### src/rtl/ysyx_23060332_ifu_pkg.sv
// Shared types and constants for the instruction fetch unit.
// Covers the fetch FSM state encoding and the PC step and alignment helpers.
package ysyx_23060332_ifu_pkg;

   typedef enum logic [1:0] {
      REQ  = 2'd0,
      WAIT = 2'd1,
      HOLD = 2'd2,
      HALT = 2'd3
   } fetch_state_e;

   localparam logic [31:0] RESET_PC_DEFAULT = 32'h8000_0000;
   localparam logic [31:0] PC_STEP          = 32'd4;
   localparam logic [31:0] ALIGN_MASK       = 32'hFFFF_FFFC;

   function automatic logic [31:0] align_pc(input logic [31:0] addr);
      return addr & ALIGN_MASK;
   endfunction

endpackage

### src/rtl/ysyx_23060332_ifu_pc.sv
// PC register for the fetch unit.
// Handles reset load, sequential +4 step, direct redirect, and the deferred (pending) redirect target.
module ysyx_23060332_ifu_pc
   import ysyx_23060332_ifu_pkg::*;
#(
   parameter logic [31:0] RESET_PC = RESET_PC_DEFAULT
) (
   input  logic        clk,
   input  logic        rst_n,
   input  logic        pc_inc,
   input  logic        pc_load,
   input  logic        pend_set,
   input  logic        pend_apply,
   input  logic [31:0] redirect_pc,
   output logic [31:0] pc,
   output logic        pend_valid
);

   logic [31:0] pc_r;
   logic [31:0] pc_next_s;
   logic [31:0] pend_target_r;
   logic [31:0] pend_target_next_s;
   logic        pend_valid_r;
   logic        pend_valid_next_s;
   logic [31:0] redirect_aligned_s;

   assign redirect_aligned_s = align_pc(redirect_pc);
   assign pc                 = pc_r;
   assign pend_valid         = pend_valid_r;

   // Next PC and pending target; a redirect arriving with the apply wins over the stored target
   always_comb begin
      pc_next_s          = pc_r;
      pend_target_next_s = pend_target_r;
      pend_valid_next_s  = pend_valid_r;
      if (pend_apply) begin
         pc_next_s         = pend_set ? redirect_aligned_s : pend_target_r;
         pend_valid_next_s = 1'b0;
      end else if (pend_set) begin
         pend_target_next_s = redirect_aligned_s;
         pend_valid_next_s  = 1'b1;
      end else if (pc_load) begin
         pc_next_s = redirect_aligned_s;
      end else if (pc_inc) begin
         pc_next_s = pc_r + PC_STEP;
      end else begin
         pc_next_s = pc_r;
      end
   end

   // PC and pending-redirect state
   always_ff @(posedge clk or negedge rst_n) begin
      if (!rst_n) begin
         pc_r          <= align_pc(RESET_PC);
         pend_target_r <= 32'd0;
         pend_valid_r  <= 1'b0;
      end else begin
         pc_r          <= pc_next_s;
         pend_target_r <= pend_target_next_s;
         pend_valid_r  <= pend_valid_next_s;
      end
   end

endmodule

### src/rtl/ysyx_23060332_ifu.sv
// Instruction fetch unit: single-outstanding imem requests, valid/ready delivery to decode,
// redirect and sticky halt handling. The PC and its pending redirect live in ysyx_23060332_ifu_pc.
module ysyx_23060332_ifu
   import ysyx_23060332_ifu_pkg::*;
#(
   parameter int          XLEN     = 32,
   parameter logic [31:0] RESET_PC = RESET_PC_DEFAULT
) (
   input  logic            clk,
   input  logic            rst_n,
   output logic            imem_req_valid,
   input  logic            imem_req_ready,
   output logic [XLEN-1:0] imem_req_addr,
   input  logic            imem_rsp_valid,
   input  logic [31:0]     imem_rsp_data,
   input  logic            imem_rsp_err,
   output logic            inst_valid,
   input  logic            inst_ready,
   output logic [31:0]     inst,
   output logic [XLEN-1:0] inst_pc,
   output logic            inst_err,
   input  logic            redirect_valid,
   input  logic [XLEN-1:0] redirect_pc,
   input  logic            halt,
   output logic            halted
);

   fetch_state_e state_r, state_next_s;
   logic        halt_r, halt_s;
   logic        req_valid_r, halted_r;
   logic        inst_valid_r, inst_err_r;
   logic [31:0] inst_r, inst_pc_r;
   logic [31:0] pc_s;
   logic        pend_valid_s;
   logic        pc_inc_s, pc_load_s, pend_set_s, pend_apply_s;
   logic        inst_load_s, inst_clr_s;

   assign halt_s         = halt | halt_r;
   assign imem_req_valid = req_valid_r;
   assign imem_req_addr  = pc_s;
   assign inst_valid     = inst_valid_r;
   assign inst           = inst_r;
   assign inst_pc        = inst_pc_r;
   assign inst_err       = inst_err_r;
   assign halted         = halted_r;

   ysyx_23060332_ifu_pc #(.RESET_PC(RESET_PC)) u_pc (
      .clk         (clk),
      .rst_n       (rst_n),
      .pc_inc      (pc_inc_s),
      .pc_load     (pc_load_s),
      .pend_set    (pend_set_s),
      .pend_apply  (pend_apply_s),
      .redirect_pc (redirect_pc),
      .pc          (pc_s),
      .pend_valid  (pend_valid_s)
   );

   // Fetch FSM next state and PC control; halt always overrides redirect
   always_comb begin
      state_next_s = state_r;
      pc_inc_s     = 1'b0;
      pc_load_s    = 1'b0;
      pend_set_s   = 1'b0;
      pend_apply_s = 1'b0;
      inst_load_s  = 1'b0;
      inst_clr_s   = 1'b0;
      case (state_r)
         REQ: begin
            if (req_valid_r && imem_req_ready) begin
               state_next_s = WAIT;
               pend_set_s   = redirect_valid & ~halt_s;
            end else if (halt_s) begin
               state_next_s = HALT;
            end else begin
               pend_set_s = redirect_valid;
            end
         end
         WAIT: begin
            if (imem_rsp_valid) begin
               if (halt_s) begin
                  state_next_s = HALT;
               end else if (pend_valid_s || redirect_valid) begin
                  pend_apply_s = 1'b1;
                  pend_set_s   = redirect_valid;
                  state_next_s = REQ;
               end else begin
                  inst_load_s  = 1'b1;
                  state_next_s = HOLD;
               end
            end else begin
               pend_set_s = redirect_valid & ~halt_s;
            end
         end
         HOLD: begin
            if (halt_s) begin
               if (inst_ready) begin
                  inst_clr_s   = 1'b1;
                  state_next_s = HALT;
               end else begin
                  state_next_s = HOLD;
               end
            end else if (redirect_valid) begin
               inst_clr_s   = 1'b1;
               pc_load_s    = 1'b1;
               state_next_s = REQ;
            end else if (inst_ready) begin
               inst_clr_s   = 1'b1;
               pc_inc_s     = 1'b1;
               state_next_s = REQ;
            end else begin
               state_next_s = HOLD;
            end
         end
         HALT: begin
            state_next_s = HALT;
         end
         default: begin
            state_next_s = REQ;
         end
      endcase
   end

   // State, registered handshake outputs and the decode-side instruction slot
   always_ff @(posedge clk or negedge rst_n) begin
      if (!rst_n) begin
         state_r      <= REQ;
         halt_r       <= 1'b0;
         req_valid_r  <= 1'b0;
         halted_r     <= 1'b0;
         inst_valid_r <= 1'b0;
         inst_r       <= 32'd0;
         inst_pc_r    <= align_pc(RESET_PC);
         inst_err_r   <= 1'b0;
      end else begin
         state_r     <= state_next_s;
         halt_r      <= halt_r | halt;
         req_valid_r <= (state_next_s == REQ);
         halted_r    <= (state_next_s == HALT);
         if (inst_load_s) begin
            inst_valid_r <= 1'b1;
            inst_r       <= imem_rsp_data;
            inst_err_r   <= imem_rsp_err;
            inst_pc_r    <= pc_s;
         end else if (inst_clr_s) begin
            inst_valid_r <= 1'b0;
         end else begin
            inst_valid_r <= inst_valid_r;
         end
      end
   end

endmodule

### config.mk
export PLATFORM = sky130hd
export DESIGN_NAME = ysyx_23060332_ifu
export DESIGN_NICKNAME = d
export VERILOG_FILES = /design/src/rtl/ysyx_23060332_ifu_pkg.sv /design/src/rtl/ysyx_23060332_ifu_pc.sv /design/src/rtl/ysyx_23060332_ifu.sv
export SDC_FILE = /design/constraint.sdc
export NUM_CORES = 1
export LEC_CHECK = 0
export ABC_AREA = 1
export CAP_MARGIN = 20
export CORE_MARGIN = 1
export CORE_UTILIZATION = 37
export DETAILED_ROUTE_END_ITERATION = 8
export GPL_TIMING_DRIVEN = 0
export HOLD_SLACK_MARGIN = 0.02
export PLACE_DENSITY = 0.66
export SLEW_MARGIN = 20
export SYNTH_ARGS = -nofsm -noshare
export SYNTH_HDL_FRONTEND = slang
export SYNTH_SLANG_ARGS = --single-unit
### constraint.sdc
create_clock -name clk -period 1.78 [get_ports clk]
set_input_delay 0.356 -clock clk [delete_from_list [all_inputs] [get_ports clk]]
set_output_delay 0.356 -clock clk [all_outputs]
set_load 0.02 [all_outputs]
==> metrics.txt <==
# TYPE chip_impl_metric gauge
chip_impl_metric{name="routedWlPerCell",unit="µm"} 15.72
chip_impl_info{name="cp_cell_sequence",value="clkdlybuf4s50_1"} 1
chip_impl_metric{name="leakage",unit="nW"} 5.277
chip_impl_metric{name="internal_power",unit="mW"} 5.900
chip_impl_metric{name="fp-row-count",unit=""} 49
chip_impl_metric{name="area.growth.synth_to_final",unit="%"} 45.49
chip_impl_metric{name="floorplan.initialDensity",unit="%"} 38.00
chip_impl_metric{name="cts_htree_levels",unit=""} 4
chip_impl_info{name="path_delay_family",value="buffers and inverters"} 1
chip_impl_metric{name="p_per_area",unit="nW/µm²"} 796.6
chip_impl_metric{name="largest_net_degree_at_the_start_of_global_routing",unit=""} 97
chip_impl_metric{name="total_switching_power",unit="mW"} 2.038
chip_impl_info{name="final_cell_mix",value="354 x nand2_1, 126 x dfrtp_1, 112 x clkdlybuf4s50_1"} 1
chip_impl_info{name="critPathLaunchType",value="flip-flop"} 1
chip_impl_info{name="clock-root-buffer",value="clkbuf_16"} 1
chip_impl_metric{name="postSynthCellCount",unit=""} 946
chip_impl_metric{name="postRouteWirelength",unit="mm"} 21.96
chip_impl_metric{name="drive_gt1_share",unit="%"} 12.16
chip_impl_info{name="reg_to_reg_end",value="u_pc.pc[17]$_DFFE_PN0P_"} 1
chip_impl_info{name="crit-reg2reg-launch",value="halt_r$_DFF_PN0_"} 1
chip_impl_metric{name="ioPinCount",unit=""} 172
chip_impl_metric{name="vias",unit=""} 6820
chip_impl_metric{name="combPwrFrac",unit="%"} 11.7
chip_impl_metric{name="timing.critical_path.fanout_max",unit=""} 2
chip_impl_metric{name="antenna_left",unit=""} 0
chip_impl_metric{name="cts.reportedPaths.clkPinSlew",unit="ps"} 60
chip_impl_metric{name="fin_util",unit="%"} 55.28
chip_impl_metric{name="die-width",unit="µm"} 138.1
chip_impl_metric{name="slew-limit-headroom",unit="%"} 66.31
chip_impl_info{name="cp_slowest_cell",value="clkdlybuf4s50_1"} 1
chip_impl_metric{name="tightestPinTransition",unit="ps"} 505.4
chip_impl_metric{name="avgSynthCellArea",unit="µm²"} 7.240
chip_impl_metric{name="die_y",unit="µm"} 138.1
chip_impl_info{name="layout_commonest_cell",value="nand2_1"} 1
chip_impl_metric{name="antenna_violations_before_repair",unit=""} 0
chip_impl_metric{name="fin_hold_ws",unit="ps"} 399.0
chip_impl_metric{name="fin_total_pwr",unit="mW"} 7.937
chip_impl_info{name="rsz_0062_raised_after_global_routing",value="true"} 1
chip_impl_metric{name="grt_util_all_layers",unit="%"} 23.22
chip_impl_metric{name="core",unit="µm²"} 18020
chip_impl_metric{name="grt_first_pass_wirelength",unit="mm"} 34.85
chip_impl_metric{name="ir_worst_vdd",unit="mV"} 0.5840
chip_impl_metric{name="ys.warnings.count",unit=""} 0
chip_impl_info{name="clock_tree_from_tritoncts",value="yes"} 1
chip_impl_metric{name="period_share",unit="%"} 99.25
chip_impl_metric{name="post_synth_instance_area",unit="µm²"} 6849
chip_impl_metric{name="antenna-diode-count",unit=""} 0
chip_impl_metric{name="via_density",unit=""} 4.882
chip_impl_info{name="worst_hold_path_type",value="primary input to async pin"} 1
chip_impl_metric{name="worst_ep_arrival_time",unit="ps"} 1410
chip_impl_metric{name="totalNegativeSetupSlack",unit="ps"} 0
chip_impl_metric{name="period_needed",unit="ps"} 1767
chip_impl_metric{name="power.clock.fraction",unit="%"} 45.6
chip_impl_info{name="status",value="finished clean"} 1
chip_impl_metric{name="share_seq_of_total_power",unit="%"} 42.7
chip_impl_metric{name="dr.first_iter.drc_count",unit=""} 431
chip_impl_metric{name="synth_top_area_share",unit="%"} 48.96
chip_impl_metric{name="rrSetupSlack",unit="ps"} 80
chip_impl_info{name="synth_largest_area_cell",value="dfrtp_1"} 1
chip_impl_metric{name="post-route-drc-count",unit=""} 0
chip_impl_metric{name="slew_violations",unit=""} 0
chip_impl_metric{name="gr-total-overflow",unit=""} 0
chip_impl_metric{name="place_congestion",unit=""} 0.9034
chip_impl_metric{name="dpl_worst_slack",unit="ps"} -805.6
chip_impl_metric{name="timing.final.ws_setup",unit="ps"} 13.42
chip_impl_metric{name="achievable-frequency",unit="MHz"} 566.1
chip_impl_metric{name="cp.depth",unit=""} 1
chip_impl_metric{name="number_of_global_route_vias_before_repair",unit=""} 6437
chip_impl_metric{name="setup-violations-final",unit=""} 0
chip_impl_metric{name="numCtsBuffers",unit=""} 17
chip_impl_metric{name="clk_path_buf_depth",unit=""} 2
chip_impl_metric{name="ys_seq_area_share",unit="%"} 49.73
chip_impl_metric{name="detailed_place_hpwl",unit="mm"} 16.18
chip_impl_metric{name="port_buffers",unit=""} 169
chip_impl_metric{name="finalClockSkew",unit="ps"} 8.018
chip_impl_metric{name="detail_route.first_pass.iterations",unit=""} 5
chip_impl_metric{name="worst_r2r_path_depth",unit=""} 10
chip_impl_metric{name="hold_viol",unit=""} 0
chip_impl_metric{name="crit_path_max_incr_delay",unit="ps"} 630
chip_impl_metric{name="final_nets",unit=""} 1228
chip_impl_metric{name="cts.sinks",unit=""} 136
chip_impl_metric{name="die-area",unit="µm²"} 19060
chip_impl_metric{name="synth.ff_latch_count",unit=""} 136
chip_impl_metric{name="worstPathRequired",unit="ps"} 1420
chip_impl_metric{name="synth.lib_cells_used.distinct",unit=""} 27
chip_impl_metric{name="netSwitchingFraction",unit="%"} 25.67
chip_impl_metric{name="clk-insertion-delay-late",unit="ps"} 430
chip_impl_metric{name="syn-num-nets",unit=""} 1019
chip_impl_info{name="worst_setup_ep_type",value="output port"} 1
chip_impl_info{name="worstSetupPathType",value="flip-flop to output port"} 1
chip_impl_metric{name="path_buf_inv",unit=""} 1
chip_impl_metric{name="timing.max_cap.violations",unit=""} 0
chip_impl_info{name="netlist_top_cells_area",value="dfrtp_1 49%, nand2_1 20%, o21ai_0 6.2%, nor2_1 5.3%, inv_1 4.4%"} 1
[through the flow]
stage	cells	instance area [µm²]
floorplan	946	6849
CTS	1383	9590
global route	1397	9965
finish	1397	9965
detailed placement	1345	8860
global placement	1344	8827
[logic make-up (layout without fill, tap and decap cells)]
logic type	after synthesis	in the layout	synth area share, %
AO/OA/AOI/OAI	161	161	12.02
XOR/XNOR	7	7	0.8952
buffers and inverters	126	347	7.252
flip-flops	136	136	49.73
adder cells (fa/ha/maj)	1	1	0.1827
AND/OR/NAND/NOR	515	516	29.92
[layer usage]
metal	routed length [µm]	vias up	GRT usage [%]
met1	10270	3154	31.64
li1	-	3402	-
met5	0	-	0
met3	1121	34	4.399
met2	10030	230	36.42
met4	550	0	9.312
[flip-flops by register name, indices dropped and copies added (netlist names), 2 cells and up]
register and count:
state_r 2, inst 32, u_pc.pc 32, inst_pc 32, u_pc.pend_target_r 32
[worst max-delay path by stage]
stage / slack (ps) / endpoint / start
finish: 10 / inst[3] / inst[3]$_DFFE_PN0P_
global route: -30 / u_pc.pc[21]$_DFFE_PN0P_ / halt_r$_DFF_PN0_
CTS: 4 / inst_pc[29] / inst_pc[29]$_DFFE_PN0P_
detailed placement: -810 / inst[27]$_DFFE_PN0P_ / halt
global placement: -5280 / halted$_DFF_PN0_ / rst_n
floorplan: 10 / u_pc.pc[30]$_DFFE_PN0P_ / u_pc.pc[3]$_DFFE_PN0P_
[Yosys cell counts, drive strengths merged]
| cell type | number |
|---|---|
| nand3b | 2 |
| o211ai | 2 |
| nor2 | 99 |
| dfrtp | 134 |
| a21oi | 47 |
| nor3 | 1 |
| buf | 19 |
| clkinv | 1 |
| o221ai | 1 |
| o21ai | 108 |
| inv | 83 |
| a31oi | 1 |
| nand2 | 364 |
| xor2 | 7 |
| ha | 1 |
| nand4 | 2 |
| clkbuf | 23 |
| nor4 | 1 |
| nand3 | 46 |
| o32ai | 2 |
| dfstp | 2 |
[area by class of cell]
class	instances	area (µm²)
Buffer	41	305.3
Fill cell	1701	8060
Sequential cell	136	3416
Multi-Input combinational cell	685	3108
Clock inverter	10	115.1
Clock buffer	22	494.2
Tap cell	229	286.5
Timing Repair Buffer	190	1918
Inverter	84	321.6
[power groups by stage]
stage	registers, mW	logic, mW	clock network, mW
6_report	3.39	0.931	3.62
4_1_cts	3.38	0.897	3.66
2_1_floorplan	3.52	0.263	0
3_3_place_gp	3.44	0.913	0
3_5_place_dp	3.44	0.926	0
5_1_grt	3.41	1.02	3.79
[what timing repair did]
action / CTS / global route
endpoints found under the setup margin: 142 / 150
pin swaps: 4 / 16
hold buffers: 1 / 0
endpoints found under the hold margin: 40 / 0
gates cloned: 1 / 1
resized for setup: 73 / 120
setup buffers: 5 / 13
No activity file was read; power rests on OpenSTA's default activity.
